===== config.mk =====
export PLATFORM = sky130hd
export DESIGN_NAME = load_store_unit
export DESIGN_NICKNAME = d
export VERILOG_FILES = /design/src/rtl/load_store_unit.sv
export SDC_FILE = /design/constraint.sdc
export NUM_CORES = 1
export LEC_CHECK = 0
export CAP_MARGIN = 20
export CORE_MARGIN = 2
export CORE_UTILIZATION = 40
export CTS_CLUSTER_DIAMETER = 30
export DETAILED_ROUTE_END_ITERATION = 16
export PLACE_DENSITY = 0.73
export SYNTH_ARGS = -nofsm -noshare
export SYNTH_HDL_FRONTEND = slang
export SYNTH_SLANG_ARGS = --single-unit

===== constraint.sdc =====
create_clock -name clk -period 3.11 [get_ports clk]
set_input_delay 0.622 -clock clk [delete_from_list [all_inputs] [get_ports clk]]
set_output_delay 0.622 -clock clk [all_outputs]
set_load 0.01 [all_outputs]

===== src/rtl/load_store_unit.sv =====
// Memory-access stage: byte/half/word loads and stores against a big-endian 32-bit-port
// memory; sub-word stores are read-modify-write, illegal accesses answer with resp_err.
module load_store_unit #(
   parameter int MEM_BYTES = 1024
) (
   input  logic        clk,
   input  logic        rst,
   input  logic        req_valid,
   output logic        req_ready,
   input  logic        req_we,
   input  logic [1:0]  req_size,
   input  logic        req_unsigned,
   input  logic [31:0] req_addr,
   input  logic [31:0] req_wdata,
   output logic        resp_valid,
   input  logic        resp_ready,
   output logic [31:0] resp_rdata,
   output logic        resp_err,
   output logic        mem_read,
   output logic        mem_write,
   output logic [31:0] mem_addr,
   output logic [31:0] mem_wdata,
   input  logic [31:0] mem_rdata
);

   typedef enum logic [1:0] {IDLE, RD, WR, RESP} state_t;

   state_t      state, state_nxt;
   logic        rdy_q, accept, bad, retire;
   logic        q_we, q_uns, q_err;
   logic [1:0]  q_size;
   logic [15:0] q_wdata;
   logic [32:0] addr_end;
   logic [31:0] ld_ext, st_merge;
   logic        rdy_nxt, mem_read_nxt, mem_write_nxt, resp_valid_nxt, resp_err_nxt;
   logic [31:0] resp_rdata_nxt, mem_addr_nxt, mem_wdata_nxt;

   assign req_ready = rdy_q & ~rst;
   assign accept    = req_valid & req_ready;
   assign retire    = resp_valid & resp_ready;
   assign addr_end  = {1'b0, req_addr} + 33'd4;
   assign bad = (req_size == 2'b11)
              | ((req_size == 2'b01) & req_addr[0])
              | ((req_size == 2'b10) & (req_addr[1:0] != 2'b00))
              | (addr_end > 33'(MEM_BYTES));

   // Addressed byte always lands in the top lane of the returned word.
   always_comb begin
      ld_ext   = mem_rdata;
      st_merge = {q_wdata, mem_rdata[15:0]};
      case (q_size)
         2'b00: begin
            ld_ext   = q_uns ? {24'd0, mem_rdata[31:24]} : {{24{mem_rdata[31]}}, mem_rdata[31:24]};
            st_merge = {q_wdata[7:0], mem_rdata[23:0]};
         end
         2'b01: ld_ext = q_uns ? {16'd0, mem_rdata[31:16]} : {{16{mem_rdata[31]}}, mem_rdata[31:16]};
         default: ;
      endcase
   end

   always_ff @(posedge clk) begin
      if (rst) state <= IDLE;
      else     state <= state_nxt;
   end

   always_comb begin
      state_nxt = state;
      case (state)
         IDLE: if (accept) begin
            if (bad)                            state_nxt = RESP;
            else if (req_we && req_size == 2'b10) state_nxt = WR;
            else                                state_nxt = RD;
         end
         RD:      state_nxt = q_we ? WR : RESP;
         WR:      state_nxt = RESP;
         RESP:    if (retire) state_nxt = IDLE;
         default: state_nxt = IDLE;
      endcase
   end

   // Strobes trail the state by one edge; read data is taken on the edge that ends mem_read.
   always_comb begin
      mem_read_nxt   = (state == RD);
      mem_write_nxt  = (state == WR);
      resp_valid_nxt = (state == RESP) & ~retire;
      resp_err_nxt   = resp_valid_nxt & q_err;
      rdy_nxt        = (state_nxt == IDLE);
      mem_addr_nxt   = mem_addr;
      mem_wdata_nxt  = mem_wdata;
      resp_rdata_nxt = resp_rdata;
      if (accept && !bad) begin
         mem_addr_nxt = req_addr;
         if (req_we) mem_wdata_nxt = req_wdata;
      end
      if (accept)                resp_rdata_nxt = 32'd0;
      else if (mem_read && !q_we) resp_rdata_nxt = ld_ext;
      if (mem_read && q_we)      mem_wdata_nxt  = st_merge;
   end

   always_ff @(posedge clk) begin
      if (rst) begin
         q_we    <= 1'b0;
         q_uns   <= 1'b0;
         q_err   <= 1'b0;
         q_size  <= 2'b00;
         q_wdata <= 16'd0;
      end else if (accept) begin
         q_we    <= req_we;
         q_uns   <= req_unsigned;
         q_err   <= bad;
         q_size  <= req_size;
         q_wdata <= req_wdata[15:0];
      end
   end

   always_ff @(posedge clk) begin
      if (rst) begin
         rdy_q      <= 1'b1;
         mem_read   <= 1'b0;
         mem_write  <= 1'b0;
         resp_valid <= 1'b0;
         resp_err   <= 1'b0;
         resp_rdata <= 32'd0;
         mem_addr   <= 32'd0;
         mem_wdata  <= 32'd0;
      end else begin
         rdy_q      <= rdy_nxt;
         mem_read   <= mem_read_nxt;
         mem_write  <= mem_write_nxt;
         resp_valid <= resp_valid_nxt;
         resp_err   <= resp_err_nxt;
         resp_rdata <= resp_rdata_nxt;
         mem_addr   <= mem_addr_nxt;
         mem_wdata  <= mem_wdata_nxt;
      end
   end

endmodule


==> run_results.csv, run 1 <==
group,metric,value,unit
clock_network,post-cts-setup-buffer-count,0,
synth,netlist_area,0.00570,mm2
sta,fin_crit_sh,90.9,%
synth,synthFlopType,"dfxtp_1",
synth,async_reset_ff_share,0,%
clock_network,numClockSinks,124,
setup_path,cp.arrival,3.14,ns
synth,synthTopCellsByCount,"dfxtp_1, nand2_1, a21oi_1",
synth,synthCells,690,
die,start_util,41.1,%
sta,slew_headroom,45.9,%
setup_path,setup.worst_path.end_class,"flip-flop",
synth,syn_nets,794,
sta,tightest_slew,0.808,ns
setup_path,required,3.42,ns
die,core-area,0.0139,mm2
die,rows,43,
setup_path,start_kind,"input port",
clock_network,htreeDepth,4,
clock_network,cts_tree,"built",
route,vias,6072,
synth,ys_top_cells_by_area,"dfxtp_1, a21oi_1, nand2_1",
layout,post-route-util,61.6,%
setup_path,ff2ff_setup_slack,1.05,ns
synth,yosysMostFrequentCell,"dfxtp_1",
route,drt_iter0_markers,535,
synth,avgSynthCellArea,8.26,um2
synth,synth-edff-count,0,
run,drv_cap,0,
sta,whs,0.458,ns
sta,slew_viol_final,0,
clock_network,cts_hold_buf,0,
place,dp_hpwl,13.9,mm
synth,yosysSeqAreaShare,43.5,%
global_routing,grt_pass1_wl,29.9,mm
setup_path,rr_worst_depth,6,
setup_path,critPathKind,"input port to flip-flop",
sta,worst_clock_skew,0.00928,ns
setup_path,reg2reg_to,"mem_wdata[4]",
setup_path,rr_startpoint,"rdy_q",
clock_network,post_cts_resized,0,
clock_network,cts_buffers,17,
pwr,power_density,482,mW/mm2
synth,synth_top_area_share,43.5,%
worst_hold_path,hold_class,"flip-flop to flip-flop",
place,port_buffers,204,
global_routing,gr-total-overflow,0,
clock_network,path_clk_slew,0.05,ns
layout,drive_gt1_share,9.45,%
sta,period_needed,2.83,ns
synth,yosys.area.top_type,"dfxtp_1",
clock_network,cts_root_buf,"clkbuf_16",
pwr,total_power,4.12,mW
layout,syn_to_final_growth,49.9,%
die,die_area,0.0152,mm2
pwr,max-vdd-ir-drop,0.405,mV
synth,ys_ff_latch,124,
pwr,p_leak,3.15,nW
worst_hold_path,whs_path_depth,1,
clock_network,clockBufferDepth,2,
route,first_pass_iters,5,
die,ios,205,
global_routing,grt_max_degree,84,
place,place_congestion,0.886,
sta,finalSetupViolCount,0,
worst_hold_path,hold_end,"mem_addr[26]",
setup_path,max_stage_delay,0.54,ns
setup_path,path_max_fanout,16,
run_status,status,"complete, no violations",
setup_path,critPathTopFamily,"buffers and inverters",
route,viasPerCell,5.63,
setup_path,path_cells,"clkdlybuf4s50_1 -> nand4_2 -> nor4_4 -> buf_4 -> mux2i_1 -> o22ai_1 -> o41a_1 -> buf_12 -> mux2_4",
route,final_antenna_net_count,0,
layout,diodes,0,
route,drc,0,
die,die_x,123,um
die,die_y,123,um
sta,hold_viol_final,0,
global_routing,grt_pass1_vias,5886,
setup_path,cpMaxStageDelayCell,"clkdlybuf4s50_1",
worst_hold_path,min_from,"mem_addr[26]",
route,wirelength,19.3,mm
synth,yosysWarnings,0,
sta,clock.fmax,354,MHz
route,wl_per_cell,17.9,um
setup_path,cp_num_buf_inv,3,
clock_network,worst_skew_pair.late_latency,0.42,ns
layout,fin_nets,991,
synth,synth.distinct_cells,49,
sta,rsz0062_at_grt,"false",
global_routing,antenna_found_initial,0,
global_routing,track_usage,25.6,%
[flip-flops by register name, indices dropped and copies added, names as in the netlist, 2 cells and up]
register,flops
q_size,2
resp_rdata,32
mem_wdata,32
mem_addr,32
state,2
q_wdata,16
[area by class of cell]
type                            instances  area, um2
Clock buffer                           23        468
Clock inverter                          8       92.6
Fill cell                            1182       5330
Inverter                                4       15.0
Multi-Input combinational cell        506       2960
Sequential cell                       124       2480
Tap cell                              180        225
Timing Repair Buffer                  234       2300
[cell usage in the layout (no fill, tap or decap), types with 15 or more instances in the layout]
cell type,n
a21oi_1,78
a311oi_1,18
and2_1,28
buf_4,26
clkbuf_16,17
clkdlybuf4s50_1,203
dfxtp_1,124
nand2_1,101
nand3_1,15
nand3b_1,20
nand4_1,19
nor2_1,44
nor2b_1,21
o21ai_0,63
o31ai_1,18
[worst max-delay path by stage]
stage	to	start	slack (ns)	depth (start not counted)
6_report	mem_wdata[25]	req_addr[2]	0.28	9
5_1_grt	mem_wdata[4]	req_addr[9]	0.07	9
4_1_cts	mem_wdata[24]	req_addr[9]	0.29	9
3_5_place_dp	mem_wdata[29]	req_addr[9]	-0.15	9
3_3_place_gp	mem_wdata[24]	req_addr[9]	-0.07	9
2_1_floorplan	mem_wdata[22]	req_addr[5]	0.31	9
[worst reg2reg max path: cells and delay by family (launching register included)]
kind                   cells  cell delay (ns)
buffers and inverters      1             0.25
AND/OR/NAND/NOR            3             0.82
AO/OA/AOI/OAI              2             0.53
flip-flops                 1             0.32
[metal layers]
layer / up-vias / share of wire [%] / global-route usage (%)
met3: 44 / 11 / 9.13
li1: 2844 / - / -
met1: 2848 / 39 / 29.8
met4: 0 / 2.9 / 10.4
met5: - / 0 / 0
met2: 336 / 47 / 42.7
[where the power goes]
part           internal, mW  switching [mW]
Clock                  1.21           0.685
Sequential             1.65          0.0406
Combinational         0.269           0.274
Total                  3.13           0.999
[logic make-up (layout without fill, tap and decap cells)]
kind of cell | after synthesis | in the layout | share of synthesized area [%]
AO/OA/AOI/OAI | 202 | 202 | 20.8
AND/OR/NAND/NOR | 276 | 276 | 25.1
multiplexers | 28 | 28 | 5.97
flip-flops | 124 | 124 | 43.5
buffers and inverters | 60 | 269 | 4.56
[through the flow]
step | area [um2] | worst slack (ns) | TNS, ns | std cells
floorplan | 5700 | 0.313 | 0 | 690
global placement | 7970 | -0.0739 | -1.20 | 1046
detailed placement | 7980 | -0.146 | -3.56 | 1047
CTS | 8540 | 0.290 | 0 | 1078
global route | 8550 | 0.0662 | 0 | 1079
finish | 8550 | 0.281 | 0 | 1079
No activity file was read; power rests on OpenSTA's default activity.
==> run 2: changes to the inputs <==
--- a/config.mk
+++ b/config.mk
@@ -8,9 +8,10 @@
 export CAP_MARGIN = 20
 export CORE_MARGIN = 2
 export CORE_UTILIZATION = 40
+export CTS_BUF_LIST = sky130_fd_sc_hd__clkbuf_16
 export CTS_CLUSTER_DIAMETER = 30
 export DETAILED_ROUTE_END_ITERATION = 16
-export PLACE_DENSITY = 0.73
+export DONT_BUFFER_PORTS = 1
 export SYNTH_ARGS = -nofsm -noshare
 export SYNTH_HDL_FRONTEND = slang
 export SYNTH_SLANG_ARGS = --single-unit
==> run 2 against run 1 <==
Effect of this change: total power grew 6.0%; first-iteration DRC count down 39%; core utilization shrank 14 points; cell count decreased by 20%; clock skew shrank 0.0020 ns; via count shrank 16%; fmax is 12% higher; count of clock-buffer cells in the layout down 6; critical path type unchanged.
==> run_results.csv, run 2 (same netlist as run 1, synthesis figures left out) <==
group,metric,value,unit
die,start_util,41.1,%
die,die_y,123,um
clock_network,post_cts_resized,0,
layout,reg.largest.list,"mem_addr (32), mem_wdata (32), resp_rdata (32)",
clock_network,cts_root_buf,"clkbuf_16",
sta,slew_headroom,42.6,%
run,drv_cap,0,
route,first_pass_iters,4,
clock_network,path_clk_slew,0.06,ns
place,dp_hpwl,12.9,mm
setup_path,ff2ff_setup_slack,1.04,ns
run_status,status,"complete, no violations",
worst_hold_path,hold_class,"input port to flip-flop",
route,final_antenna_net_count,0,
sta,finalSetupViolCount,0,
global_routing,grt_pass1_vias,4820,
pwr,max-vdd-ir-drop,0.372,mV
global_routing,grt_pass1_wl,26.5,mm
sta,worst_clock_skew,0.00732,ns
setup_path,start_kind,"input port",
sta,setup-tns-final,0,ns
sta,fin_ws,0.574,ns
global_routing,grt_max_degree,87,
pwr,total_power,4.37,mW
sta,hold_viol_final,0,
route,viasPerCell,5.90,
layout,fin_nets,774,
setup_path,setup.worst_path.end_class,"flip-flop",
route,wirelength,17.7,mm
global_routing,track_usage,23.1,%
layout,syn_to_final_growth,14.7,%
sta,fin_crit_sh,81.5,%
sta,slew_viol_final,0,
sta,clock.fmax,394,MHz
clock_network,cts_buffers,17,
place,place_inst,830,
sta,rsz0062_at_grt,"false",
setup_path,cp.arrival,2.83,ns
setup_path,required,3.40,ns
pwr,p_leak,2.40,nW
clock_network,cts_hold_buf,0,
global_routing,antenna_found_initial,0,
clock_network,worst_skew_pair.late_latency,0.41,ns
die,core-area,0.0139,mm2
clock_network,numClockSinks,124,
place,place_ws,0.148,ns
global_routing,gr-total-overflow,0,
clock_network,clockBufferDepth,2,
clock_network,post-cts-setup-buffer-count,0,
layout,drive_gt1_share,11.3,%
die,ios,205,
route,vias,5088,
route,drc,0,
layout,layout_common_cells,"dfxtp_1, nand2_1, a21oi_1",
pwr,power_density,668,mW/mm2
route,drt_iter0_markers,328,
clock_network,cts_tree,"built",
layout,layoutNonFillerInstCount,863,
die,die_x,123,um
sta,tightest_slew,0.856,ns
place,place_congestion,0.859,
layout,diodes,0,
die,rows,43,
setup_path,path_max_fanout,16,
layout,final_common_cell,"dfxtp_1",
route,wl_per_cell,20.5,um
sta,period_needed,2.54,ns
place,port_buffers,0,
clock_network,htreeDepth,4,
die,die_area,0.0152,mm2
setup_path,critPathKind,"input port to flip-flop",
-- run 2: worst max-delay path, stage by stage --
cell,delay (ns)
nand4_2,0.20
nor4_4,0.34
buf_4,0.22
mux2i_1,0.34
o22ai_1,0.14
o41a_1,0.41
buf_4,0.22
mux2_4,0.32
-- run 2: report_power, final --
part	switching, mW	internal [mW]
combinational	0.156	0.0974
sequential	0.0691	1.65
clock	0.735	1.67
total	0.960	3.41
-- run 2: per-stage QoR --
stage	instance area, um2	hold slack, ns	utilization (%)
after global placement	5810	0.457	41.8
after CTS	6530	0.272	47.0
after global routing	6540	0.282	47.1
final	6540	0.307	47.1
after floorplan	5700	0.430	-
after detailed placement	5810	0.461	41.8
-- run 2: path summary, 6_finish.rpt --
check	startpoint	end	depth (start not counted)
worst max-delay path	req_addr[5]	mem_wdata[29]	8
worst min-delay path	resp_ready	resp_valid	1
worst max register to register	q_size[1]	resp_rdata[9]	4
worst min register to register	q_wdata[9]	q_wdata[9]	2
-- run 2: layout make-up --
class / instances / area [um2]
Fill cell: 1340 / 7340
Multi-Input combinational cell: 506 / 2960
Sequential cell: 124 / 2480
Clock buffer: 17 / 425
Clock inverter: 15 / 294
Tap cell: 180 / 225
Timing Repair Buffer: 17 / 135
Inverter: 4 / 15.0
-- run 2: per-layer routing --
layer  up-vias  part of all wire, %  GRT usage, %
met2       228                   46          35.7
met5         -                    0             0
met3        30                   12          11.2
met1      2408                   40          27.6
met4         0                  2.5          8.88
li1       2422                    -             -
==> run 3: changes to the inputs <==
==> constraint.sdc (replaced) <==
create_clock -name clk -period 2.4 [get_ports clk]
set_input_delay 0.48 -clock clk [delete_from_list [all_inputs] [get_ports clk]]
set_output_delay 0.48 -clock clk [all_outputs]
set_load 0.01 [all_outputs]
==> run 3 against run 2 <==
Effect of this change: setup slack lost 0.31 ns; sequential power grew 29%; core utilization shrank 0.46 points; global-route usage grew 0.15 points; total power grew 9.9%; sequential share of layout area grew 0.37 points.
==> run_results.csv, run 3 (same netlist as run 1, synthesis figures left out) <==
group,metric,value,unit
sta,setup-tns-final,0,ns
global_routing,track_usage,23.3,%
layout,final_common_cell,"dfxtp_1",
setup_path,ff2ff_setup_slack,0.57,ns
layout,layoutNonFillerInstCount,871,
clock_network,cts_tree,"built",
setup_path,rr_startpoint,"rdy_q",
layout,reg.largest.list,"mem_addr (32), mem_wdata (32), resp_rdata (32)",
place,place_inst,840,
setup_path,path_cells,"nand4_1 -> nor4_4 -> buf_4 -> and4b_1 -> o21ai_0 -> o41a_1 -> buf_12 -> mux2_4",
sta,finalSetupViolCount,0,
clock_network,htreeDepth,4,
sta,hold_viol_final,0,
global_routing,grt_pass1_wl,26.8,mm
sta,worst_clock_skew,0.00571,ns
global_routing,antenna_found_initial,0,
route,first_pass_iters,7,
route,final_antenna_net_count,0,
route,viasPerCell,5.81,
clock_network,post-cts-setup-buffer-count,0,
clock_network,worst_skew_pair.late_latency,0.41,ns
place,dp_hpwl,13.1,mm
setup_path,reg2reg_to,"mem_wdata[24]",
die,die_area,0.0152,mm2
route,drc,0,
clock_network,numClockSinks,124,
sta,slew_headroom,45.8,%
worst_hold_path,min_from,"req_wdata[10]",
setup_path,required,2.69,ns
setup_path,max_stage_delay,0.45,ns
pwr,power_density,742,mW/mm2
setup_path,cp.arrival,2.43,ns
layout,syn_to_final_growth,13.6,%
global_routing,grt_pass1_vias,4989,
setup_path,critPathTopFamily,"simple AND/OR/NAND/NOR gates",
die,ios,205,
sta,rsz0062_at_grt,"false",
worst_hold_path,hold_class,"input port to flip-flop",
run_status,status,"complete, no violations",
sta,fin_crit_sh,89.1,%
route,wirelength,18.0,mm
setup_path,path_max_fanout,16,
layout,drive_gt1_share,11.9,%
pwr,p_leak,2.38,nW
sta,clock.fmax,468,MHz
place,place_ws,-0.287,ns
setup_path,crit_start,"req_addr[14]",
die,die_x,123,um
clock_network,path_clk_slew,0.05,ns
die,rows,43,
route,drt_iter0_markers,395,
setup_path,cpMaxStageDelayCell,"o41a_1",
setup_path,setup.worst_path.end_class,"flip-flop",
die,die_y,123,um
pwr,total_power,4.81,mW
die,start_util,41.1,%
clock_network,clockBufferDepth,2,
setup_path,rr_worst_depth,6,
place,port_buffers,0,
route,vias,5062,
clock_network,cts_buffers,17,
layout,diodes,0,
place,place_congestion,0.768,
worst_hold_path,whs_path_depth,2,
global_routing,grt_max_degree,87,
layout,layout_common_cells,"dfxtp_1, nand2_1, a21oi_1",
worst_hold_path,hold_end,"q_wdata[10]",
run,drv_cap,0,
global_routing,gr-total-overflow,0,
setup_path,start_kind,"input port",
setup_path,critPathKind,"input port to flip-flop",
route,wl_per_cell,20.7,um
clock_network,cts_root_buf,"clkbuf_16",
sta,period_needed,2.14,ns
sta,fin_ws,0.261,ns
sta,slew_viol_final,0,
die,core-area,0.0139,mm2
pwr,max-vdd-ir-drop,0.516,mV
setup_path,cp_num_buf_inv,2,
layout,fin_nets,784,
sta,tightest_slew,0.810,ns
[run 3: routing by layer]
metal / GRT usage [%] / share of wire [%] / up-vias
li1: - / - / 2433
met4: 10.4 / 3.1 / 0
met5: 0 / 0 / -
met1: 27.4 / 40 / 2341
met3: 11.1 / 12 / 37
met2: 35.8 / 45 / 251
[run 3: cell type report]
cell class / instances / area, um2
Sequential cell: 124 / 2480
Clock inverter: 13 / 85.1
Inverter: 4 / 15.0
Fill cell: 1348 / 7400
Timing Repair Buffer: 27 / 256
Clock buffer: 17 / 425
Tap cell: 180 / 225
Multi-Input combinational cell: 506 / 2990
[run 3: repair_timing]
action	in CTS	in global routing
hold buffers	0	0
resized for setup	0	1
setup endpoints to repair	0	1
[run 3: power by group]
part / switching (mW) / total (mW) / internal (mW) / leakage (nW)
Clock: 0.865 / 2.24 / 1.37 / 0.253
Combinational: 0.218 / 0.352 / 0.135 / 1.12
Sequential: 0.0777 / 2.22 / 2.14 / 1.01
Total: 1.16 / 4.81 / 3.65 / 2.38
[run 3: metrics by stage]
stage	hold slack (ns)	utilization, %	area [um2]
after CTS	0.126	46.5	6460
after floorplan	0.430	-	5720
after global placement	0.463	42.9	5950
after detailed placement	0.463	42.9	5950
after global routing	0.135	46.7	6480
final	0.170	46.7	6480
[run 3: worst max-delay path by stage]
stage                     slack (ns)       endpoint  depth (start not counted)
after floorplan                -0.18  mem_wdata[22]                          8
after global placement         -0.11  mem_wdata[28]                          8
after detailed placement       -0.29   mem_wdata[4]                          8
after CTS                       0.13   mem_wdata[4]                          8
after global routing            0.13  mem_wdata[24]                          8
final                           0.26  mem_wdata[24]                          8
